File: src/rtl/irq_controller.sv
// irq_controller
// Memory-mapped priority interrupt controller for the CS0 IO region.
// Eight asynchronous interrupt lines are synchronised, latched into PEND,
// gated by MASK and presented one at a time to the CPU as a one-hot request.
// The CPU acknowledges with irq_ack and ends service with a write to STAT (EOI).
//
// Ports:
//   clk        - system bus clock
//   rst_n      - asynchronous active-low reset
//   irq_in     - raw external interrupt lines (asynchronous, active-high)
//   CS         - chip select, high when the CPU addresses this block
//   adresse    - register select: 0 PEND, 1 MASK, 2 MODE, 3 STAT
//   write      - write strobe, register write when CS & write at posedge clk
//   DATAout    - CPU write data
//   DATAin     - read data (combinational), zero when CS is low
//   irq_onehot - one-hot request to the CPU, zero when nothing is presented
//   irq_ack    - single-cycle CPU acknowledge of the presented request
//
// SYNC_STAGES must be at least 2.

module irq_controller #(
    parameter int         SYNC_STAGES = 2,
    parameter logic [7:0] RST_MODE    = 8'hFF
) (
    input  logic        clk,
    input  logic        rst_n,
    input  logic [7:0]  irq_in,
    input  logic        CS,
    input  logic [1:0]  adresse,
    input  logic        write,
    input  logic [15:0] DATAout,
    output logic [15:0] DATAin,
    output logic [7:0]  irq_onehot,
    input  logic        irq_ack
);

    typedef enum logic [1:0] {
        IDLE,
        REQ,
        SERVICE
    } state_t;

    state_t     state_q, state_d;

    logic [7:0] sync_q [SYNC_STAGES];
    logic [7:0] prev_q;
    logic [7:0] pend_q;
    logic [7:0] mask_q;
    logic [7:0] mode_q;
    logic       in_service_q;
    logic [2:0] vector_q;

    logic [7:0] synced;
    logic [7:0] set_bits;
    logic [7:0] clr_bits;
    logic [7:0] eligible;
    logic [7:0] top_onehot;
    logic [2:0] top_index;
    logic       wr_en;
    logic       eoi;
    logic       take_ack;

    // Only the low byte of write data is meaningful for this block.
    logic       unused_data_hi;
    assign unused_data_hi = ^DATAout[15:8];

    // Input synchroniser chain plus a delayed copy of the synced value,
    // used to spot rising edges for the edge-triggered lines.
    always_ff @(posedge clk or negedge rst_n) begin
        if (!rst_n) begin
            for (int k = 0; k < SYNC_STAGES; k++) begin
                sync_q[k] <= '0;
            end
            prev_q <= '0;
        end else begin
            sync_q[0] <= irq_in;
            for (int k = 1; k < SYNC_STAGES; k++) begin
                sync_q[k] <= sync_q[k-1];
            end
            prev_q <= synced;
        end
    end

    assign synced = sync_q[SYNC_STAGES-1];

    // Edge-mode lines latch on a rising edge; level-mode lines latch every
    // cycle they are high.
    assign set_bits = (synced & ~prev_q & mode_q) | (synced & ~mode_q);

    assign wr_en    = CS & write;
    assign eoi      = wr_en && (adresse == 2'd3);
    assign eligible = pend_q & mask_q;

    // Isolate the lowest set bit: bit 0 has the highest priority.
    assign top_onehot = eligible & (~eligible + 8'd1);

    always_comb begin
        top_index = 3'd0;
        for (int i = 7; i >= 0; i--) begin
            if (eligible[i]) begin
                top_index = 3'(i);
            end
        end
    end

    // State register.
    always_ff @(posedge clk or negedge rst_n) begin
        if (!rst_n) begin
            state_q <= IDLE;
        end else begin
            state_q <= state_d;
        end
    end

    // Next-state and request output. The request in REQ follows the eligible
    // set every cycle, so a higher-priority arrival preempts before the ack.
    always_comb begin
        state_d    = state_q;
        take_ack   = 1'b0;
        irq_onehot = '0;
        case (state_q)
            IDLE: begin
                if (eligible != '0) begin
                    state_d = REQ;
                end
            end
            REQ: begin
                irq_onehot = top_onehot;
                if (eligible == '0) begin
                    state_d = IDLE;
                end else if (irq_ack) begin
                    take_ack = 1'b1;
                    state_d  = SERVICE;
                end
            end
            SERVICE: begin
                if (eoi) begin
                    state_d = IDLE;
                end
            end
            default: begin
                state_d = IDLE;
            end
        endcase
    end

    // Pending clears: software write-1-to-clear plus the acknowledged bit
    // for edge-mode lines. Level lines are left to be re-set by the line.
    always_comb begin
        clr_bits = '0;
        if (wr_en && (adresse == 2'd0)) begin
            clr_bits = DATAout[7:0];
        end
        if (take_ack) begin
            clr_bits = clr_bits | (top_onehot & mode_q);
        end
    end

    // Register file and service bookkeeping. Sets win over clears.
    always_ff @(posedge clk or negedge rst_n) begin
        if (!rst_n) begin
            pend_q       <= '0;
            mask_q       <= '0;
            mode_q       <= RST_MODE;
            in_service_q <= 1'b0;
            vector_q     <= '0;
        end else begin
            pend_q <= (pend_q & ~clr_bits) | set_bits;
            if (wr_en && (adresse == 2'd1)) begin
                mask_q <= DATAout[7:0];
            end
            if (wr_en && (adresse == 2'd2)) begin
                mode_q <= DATAout[7:0];
            end
            if (take_ack) begin
                in_service_q <= 1'b1;
                vector_q     <= top_index;
            end else if ((state_q == SERVICE) && eoi) begin
                in_service_q <= 1'b0;
                vector_q     <= '0;
            end
        end
    end

    // Read mux.
    always_comb begin
        DATAin = '0;
        if (CS) begin
            case (adresse)
                2'd0:    DATAin = {8'h00, pend_q};
                2'd1:    DATAin = {8'h00, mask_q};
                2'd2:    DATAin = {8'h00, mode_q};
                default: DATAin = {in_service_q, (state_q == REQ), 11'h000, vector_q};
            endcase
        end
    end

endmodule

File: config.mk
export PLATFORM = sky130hd
export DESIGN_NAME = irq_controller
export DESIGN_NICKNAME = d
export VERILOG_FILES = /design/src/rtl/irq_controller.sv
export SDC_FILE = /design/constraint.sdc
export NUM_CORES = 1
export LEC_CHECK = 0
export CORE_MARGIN = 5
export CORE_UTILIZATION = 46
export CTS_BUF_LIST = sky130_fd_sc_hd__clkbuf_4 sky130_fd_sc_hd__clkbuf_8 sky130_fd_sc_hd__clkbuf_16
export DETAILED_ROUTE_END_ITERATION = 8
export PLACE_DENSITY = 0.74
export SLEW_MARGIN = 20
export SYNTH_ARGS = -nofsm -noshare
export SYNTH_HDL_FRONTEND = slang
export SYNTH_SLANG_ARGS = --single-unit
File: constraint.sdc
create_clock -name clk -period 2.07 [get_ports clk]
set_clock_uncertainty 0.05 [all_clocks]
set_input_delay 0.5175 -clock clk [delete_from_list [all_inputs] [get_ports clk]]
set_output_delay 0.5175 -clock clk [all_outputs]
set_load 0.01 [all_outputs]
# == Word-level counts from Yosys, hierarchy flattened ==
# Index checks and enable logic that the tools add are counted.
# word_totals
out_inout_bits,24
regBits,54
elab_cells,69
# classes
bitwise_logic,15
reduce_logical,11
mux,25
eq_ne,8
add_sub_neg,1
# op_table
operator,n
$and A8 B8 Y8,7
$pmux W16 S3,1
$not A8 Y8,4
$mux W3,10
$mux W8,3
$or A8 B8 Y8,3
$mux W16,1
$add A8 B1 Y8 const B,1
$logic_not A8 Y1,1
$mux W2,4
$reduce_bool A8 Y1,1
$eq A2 B2 Y1 const B,3
$pmux W2 S3,1
$logic_and A1 B1 Y1,5
$mux W1,5
$eq A2 B1 Y1 const B,2
$logic_not A2 Y1,2
$ne A2 B2 Y1 const B,2
$ne A3 B3 Y1 const B,1
$reduce_and A3 Y1,1
$reduce_bool A2 Y1,1
$and A1 B1 Y1,1

# == Logic depth before layout (Yosys ltp) ==
# logic_depth
ltp_word,10
mapped_depth,5
depth_no_buf,4

# == Worst setup path before layout ==
# No wires, ideal clock.
# synth_timing
path_kind,reg2out
start,register pend_q[5]
end,output irq_onehot[7]
path_buffers,0
stages_incl_launch_ff,4
t_arrival_ps,1485
path_slack_ps,17
cell_sequence,dfrtp_1 a22o_1 or3_4 nor4_1
# synth_via
elab_chain_cells,5
# synth_lines
element,line_no,source
start: declaration,47,logic [7:0] pend_q;
start signal: assignment,168,pend_q <= (pend_q & ~clr_bits) | set_bits;
$and A8 B8 Y8,92,assign eligible = pend_q & mask_q;
$not A8 Y8,95,assign top_onehot = eligible & (~eligible + 8'd1);
$add A8 B1 Y8,95,
$and A8 B8 Y8,95,
$mux W8,121,case (state_q)
end: declaration,33,"output logic [7:0] irq_onehot,"
# No other way between the ends.

# == Final worst setup path ==
# layout_timing
start,register pend_q[0]
end,output irq_onehot[7]
# Same word-level chain as after synthesis.

==> run summary <==
The flow ran to the end, but the final reports show violations. The final reports fail on negative setup slack. The initial standard-cell utilization of the core came out at 47.5%. The root buffer cell chosen for the clock tree is sky130_fd_sc_hd__clkbuf_8. From synthesis to final layout, the design area changed by 38.4%. The count of mapped cells out of synthesis is 213. The via density per instance came out at 5.23. The layer flagged by global routing as most heavily used is met2.

The clock period minus worst slack came out at 2260 ps. TritonCTS built the clock tree. The final max-slew violation count came to 0. The sum of overflow across all layers after global routing is 0. The number of primary I/O pins is 55. The cell count after placement is 364. The reported leakage power came out at 1.51 nW.

The number of sinks driven by the clock tree came out at 54. The total wire length after detailed routing is 5860 µm. The number of detailed-route iterations in the first pass came out at 4.

The maximum vdd drop is 0.709 mV. The met1 routing resource usage after global routing came out at 25.5%. The proportion of register bits with asynchronous set or reset after synthesis came out at 100%.

The final non-filler cell area is 0.00336 mm². The number of global-route vias before repair came to 1928. The arrival time at the worst endpoint came out at 1690 ps. The overall die height came out at 82.6 µm. STA classifies the critical path endpoint as an output pin. In this run, synthesis inferred 0 flip-flops with an integrated enable. The worst reg2reg path depth came out at 5.

The largest fanout on the critical path is 4. The power consumption came out at 2.95 mW. For this run, the leading register cell type out of synthesis is sky130_fd_sc_hd__dfrtp_1.

The slew at the pin closest to its max-slew limit came out at 537 ps. The layout filler cell count came out at 416. The placer congestion estimate is 0.854. For met3 alone, demand over resource in global routing was 4.12%. The number of distinct library cells after synthesis is 42. Counting flops and latches in the post-synthesis netlist gives 54. The share of layout cells above drive strength 1 is 40.0%. The final worst-path setup slack came out at -192 ps. The final sum of negative setup slack came out at -739 ps. The sequential cells in the finished layout cover a total of 0.00136 mm².

The clock slew seen by the registers of the worst setup and hold paths came out at 90 ps. The top achievable clock speed came out at 442 MHz. The deepest clock path buffer count came out at 2. The startpoint-to-endpoint class of the critical path is reg2out. The count of max-cap constraint violations came out at 0.

The first-iteration detailed-routing DRC count came out at 128. The number of antenna violations at the first check in global routing came to 0. The first global-routing pass estimated 9310 µm of wire. The sum of net half-perimeters after detailed placement came out at 4340 µm.

Cells fill 65.7% of the core in the end. The average wire per cell in the routed design came out at 15.6 µm. The total vias in the final route is 1963. The period utilization is 109%. The startpoint of the worst setup timing path is pend_q[0]$_DFF_PN0_.

The area of the mapped netlist is 0.00242 mm². The fraction of the yosys area taken by sequential cells came out at 56.1%. The largest net degree at the start of global routing came out at 36.

The required time of the critical path came out at 1500 ps. The startpoint of the most critical register-to-register path is pend_q[0]$_DFF_PN0_. The overall die width is 82.6 µm. The area of the multi-input gates is 0.00106 mm².

The power density over the cells came out at 878 mW/mm². STA classifies the critical path startpoint as a register. The count of H-tree levels built during CTS came out at 2. The core footprint is 0.00511 mm².

The post-placement setup slack is -787 ps. In the global route stage, met2 resource usage came out at 28.0%. The hold slack came out at 106 ps.

The count of warnings emitted by yosys came out at 0. In the final design database the tool counted 335 nets. The worst hold path class is in2async. Measured against its own limit, the worst slew margin works out to 63.9%. The number of buffers created by CTS is 5. The clock insertion delay at the later pin of the skew report is 300 ps. The filler-free cell count of the finished design is 375. Setup violations remaining at the end of the flow were counted as 8. The placement row count is 26. The die covers 0.00682 mm². The number of antenna repair diodes is 0. Setup repair after global routing could not meet its margin everywhere.

The average cell area after synthesis is 11.4 µm². The hold violation total from the final report is 0. The overall fraction of global-route tracks in use is 18.5%.

In this run the tool buffered the top-level ports with 40 buffer cells. The post-detailed-placement cell area is 0.00322 mm². In this run the remaining antenna-violating nets after routing total 0. In the routed design, unresolved DRC markers number 0.
[worst max-delay path, cell delays in order, from the launching register on]
cell,delay [ps]
sky130_fd_sc_hd__dfrtp_1,410
sky130_fd_sc_hd__a22o_1,240
sky130_fd_sc_hd__or3_4,420
sky130_fd_sc_hd__nor4_4,140
sky130_fd_sc_hd__buf_2,170
[power by group]
group	leakage [nW]	internal [mW]	total, mW	switching, mW
Combinational	0.857	0.530	1.01	0.479
Clock	0.0517	0.284	0.604	0.321
Sequential	0.603	1.23	1.33	0.101
[cell families after synthesis]
kind of cell / synth area share [%]
mux: 12.3
flops: 56.1
compound gates: 11.2
other cells: 0.155
simple gates: 16.5
buf+inv: 3.71
[cell usage in the layout, fill, tap and decap left out, drive strengths merged, types with 5 or more instances in the layout]
cell type / netlist / routed
and2: 10 / 10
buf: 8 / 68
clkbuf: 3 / 10
clkdlybuf4s50: 0 / 18
conb: 1 / 6
dfrtp: 46 / 46
dfstp: 8 / 8
inv: 6 / 6
mux2: 16 / 16
mux2i: 5 / 5
nand2: 35 / 35
nor2: 10 / 10
o21ai: 13 / 13
[path summary, 6_finish.rpt]
path / slack, ps / endpoint
worst max-delay path: -190 / irq_onehot[7]
worst min-delay path: 110 / prev_q[4]$_DFF_PN0_
worst max register to register: 250 / vector_q[1]$_DFFE_PN0P_
worst min register to register: 300 / synced[1]$_DFF_PN0_
max in group asynchronous: 1270 / mode_q[2]$_DFFE_PN1P_
min in group clk: 300 / synced[1]$_DFF_PN0_
[cell type report]
type / count / area share, %
inverters: 6 / 0.671
clock inverters: 1 / 0.149
flip-flops and latches: 54 / 40.6
repair buffers: 90 / 21.8
well taps: 70 / 2.61
clock buffers: 7 / 2.68
multi-input cells: 147 / 31.5
[synthesized netlist by cell type (2+ instances only)]
| library cell | count | share of area (%) |
|---|---|---|
| sky130_fd_sc_hd__dfrtp_1 | 46 | 47 |
| sky130_fd_sc_hd__nand2_1 | 35 | 5.4 |
| sky130_fd_sc_hd__mux2_2 | 16 | 7.4 |
| sky130_fd_sc_hd__o21ai_0 | 12 | 2.5 |
| sky130_fd_sc_hd__and2_1 | 10 | 2.6 |
| sky130_fd_sc_hd__nor2_1 | 10 | 1.5 |
| sky130_fd_sc_hd__dfstp_2 | 8 | 8.7 |
| sky130_fd_sc_hd__buf_4 | 6 | 1.9 |
| sky130_fd_sc_hd__inv_1 | 6 | 0.93 |
| sky130_fd_sc_hd__mux2i_1 | 5 | 2.1 |
| sky130_fd_sc_hd__a22o_1 | 4 | 1.4 |
| sky130_fd_sc_hd__nand3_1 | 4 | 0.83 |
| sky130_fd_sc_hd__nand4_1 | 4 | 1.0 |
| sky130_fd_sc_hd__nor4_1 | 4 | 1.0 |
| sky130_fd_sc_hd__a21boi_0 | 3 | 0.93 |
| sky130_fd_sc_hd__a22oi_1 | 3 | 0.93 |
| sky130_fd_sc_hd__mux4_2 | 3 | 2.8 |
| sky130_fd_sc_hd__o221ai_1 | 3 | 1.1 |
| sky130_fd_sc_hd__a32o_1 | 2 | 0.83 |
| sky130_fd_sc_hd__buf_2 | 2 | 0.41 |
| sky130_fd_sc_hd__clkbuf_1 | 2 | 0.31 |
| sky130_fd_sc_hd__nand3b_1 | 2 | 0.62 |
| sky130_fd_sc_hd__nor2b_1 | 2 | 0.52 |
| sky130_fd_sc_hd__nor3_1 | 2 | 0.41 |
| sky130_fd_sc_hd__o311ai_0 | 2 | 0.72 |
[registers in the layout, indices dropped and copies added, names as in the netlist]
signal / flops
in_service_q: 1
mask_q: 8
mode_q: 8
pend_q: 8
prev_q: 8
state_q: 2
sync_q: 8
synced: 8
vector_q: 3
[layer usage]
layer,routed length (µm),vias up
li1,-,939
met1,2690,963
met2,2800,52
met3,267,9
met4,104,0
met5,0,-
[what timing repair did]
| action | CTS | global route |
|---|---|---|
| setup buffers | 1 | 2 |
| endpoints found under the setup margin | 18 | 18 |
| pin swaps | 10 | 6 |
| hold buffers | 0 | 0 |
| resized for setup | 94 | 14 |
No activity file was read; power rests on OpenSTA's default activity.
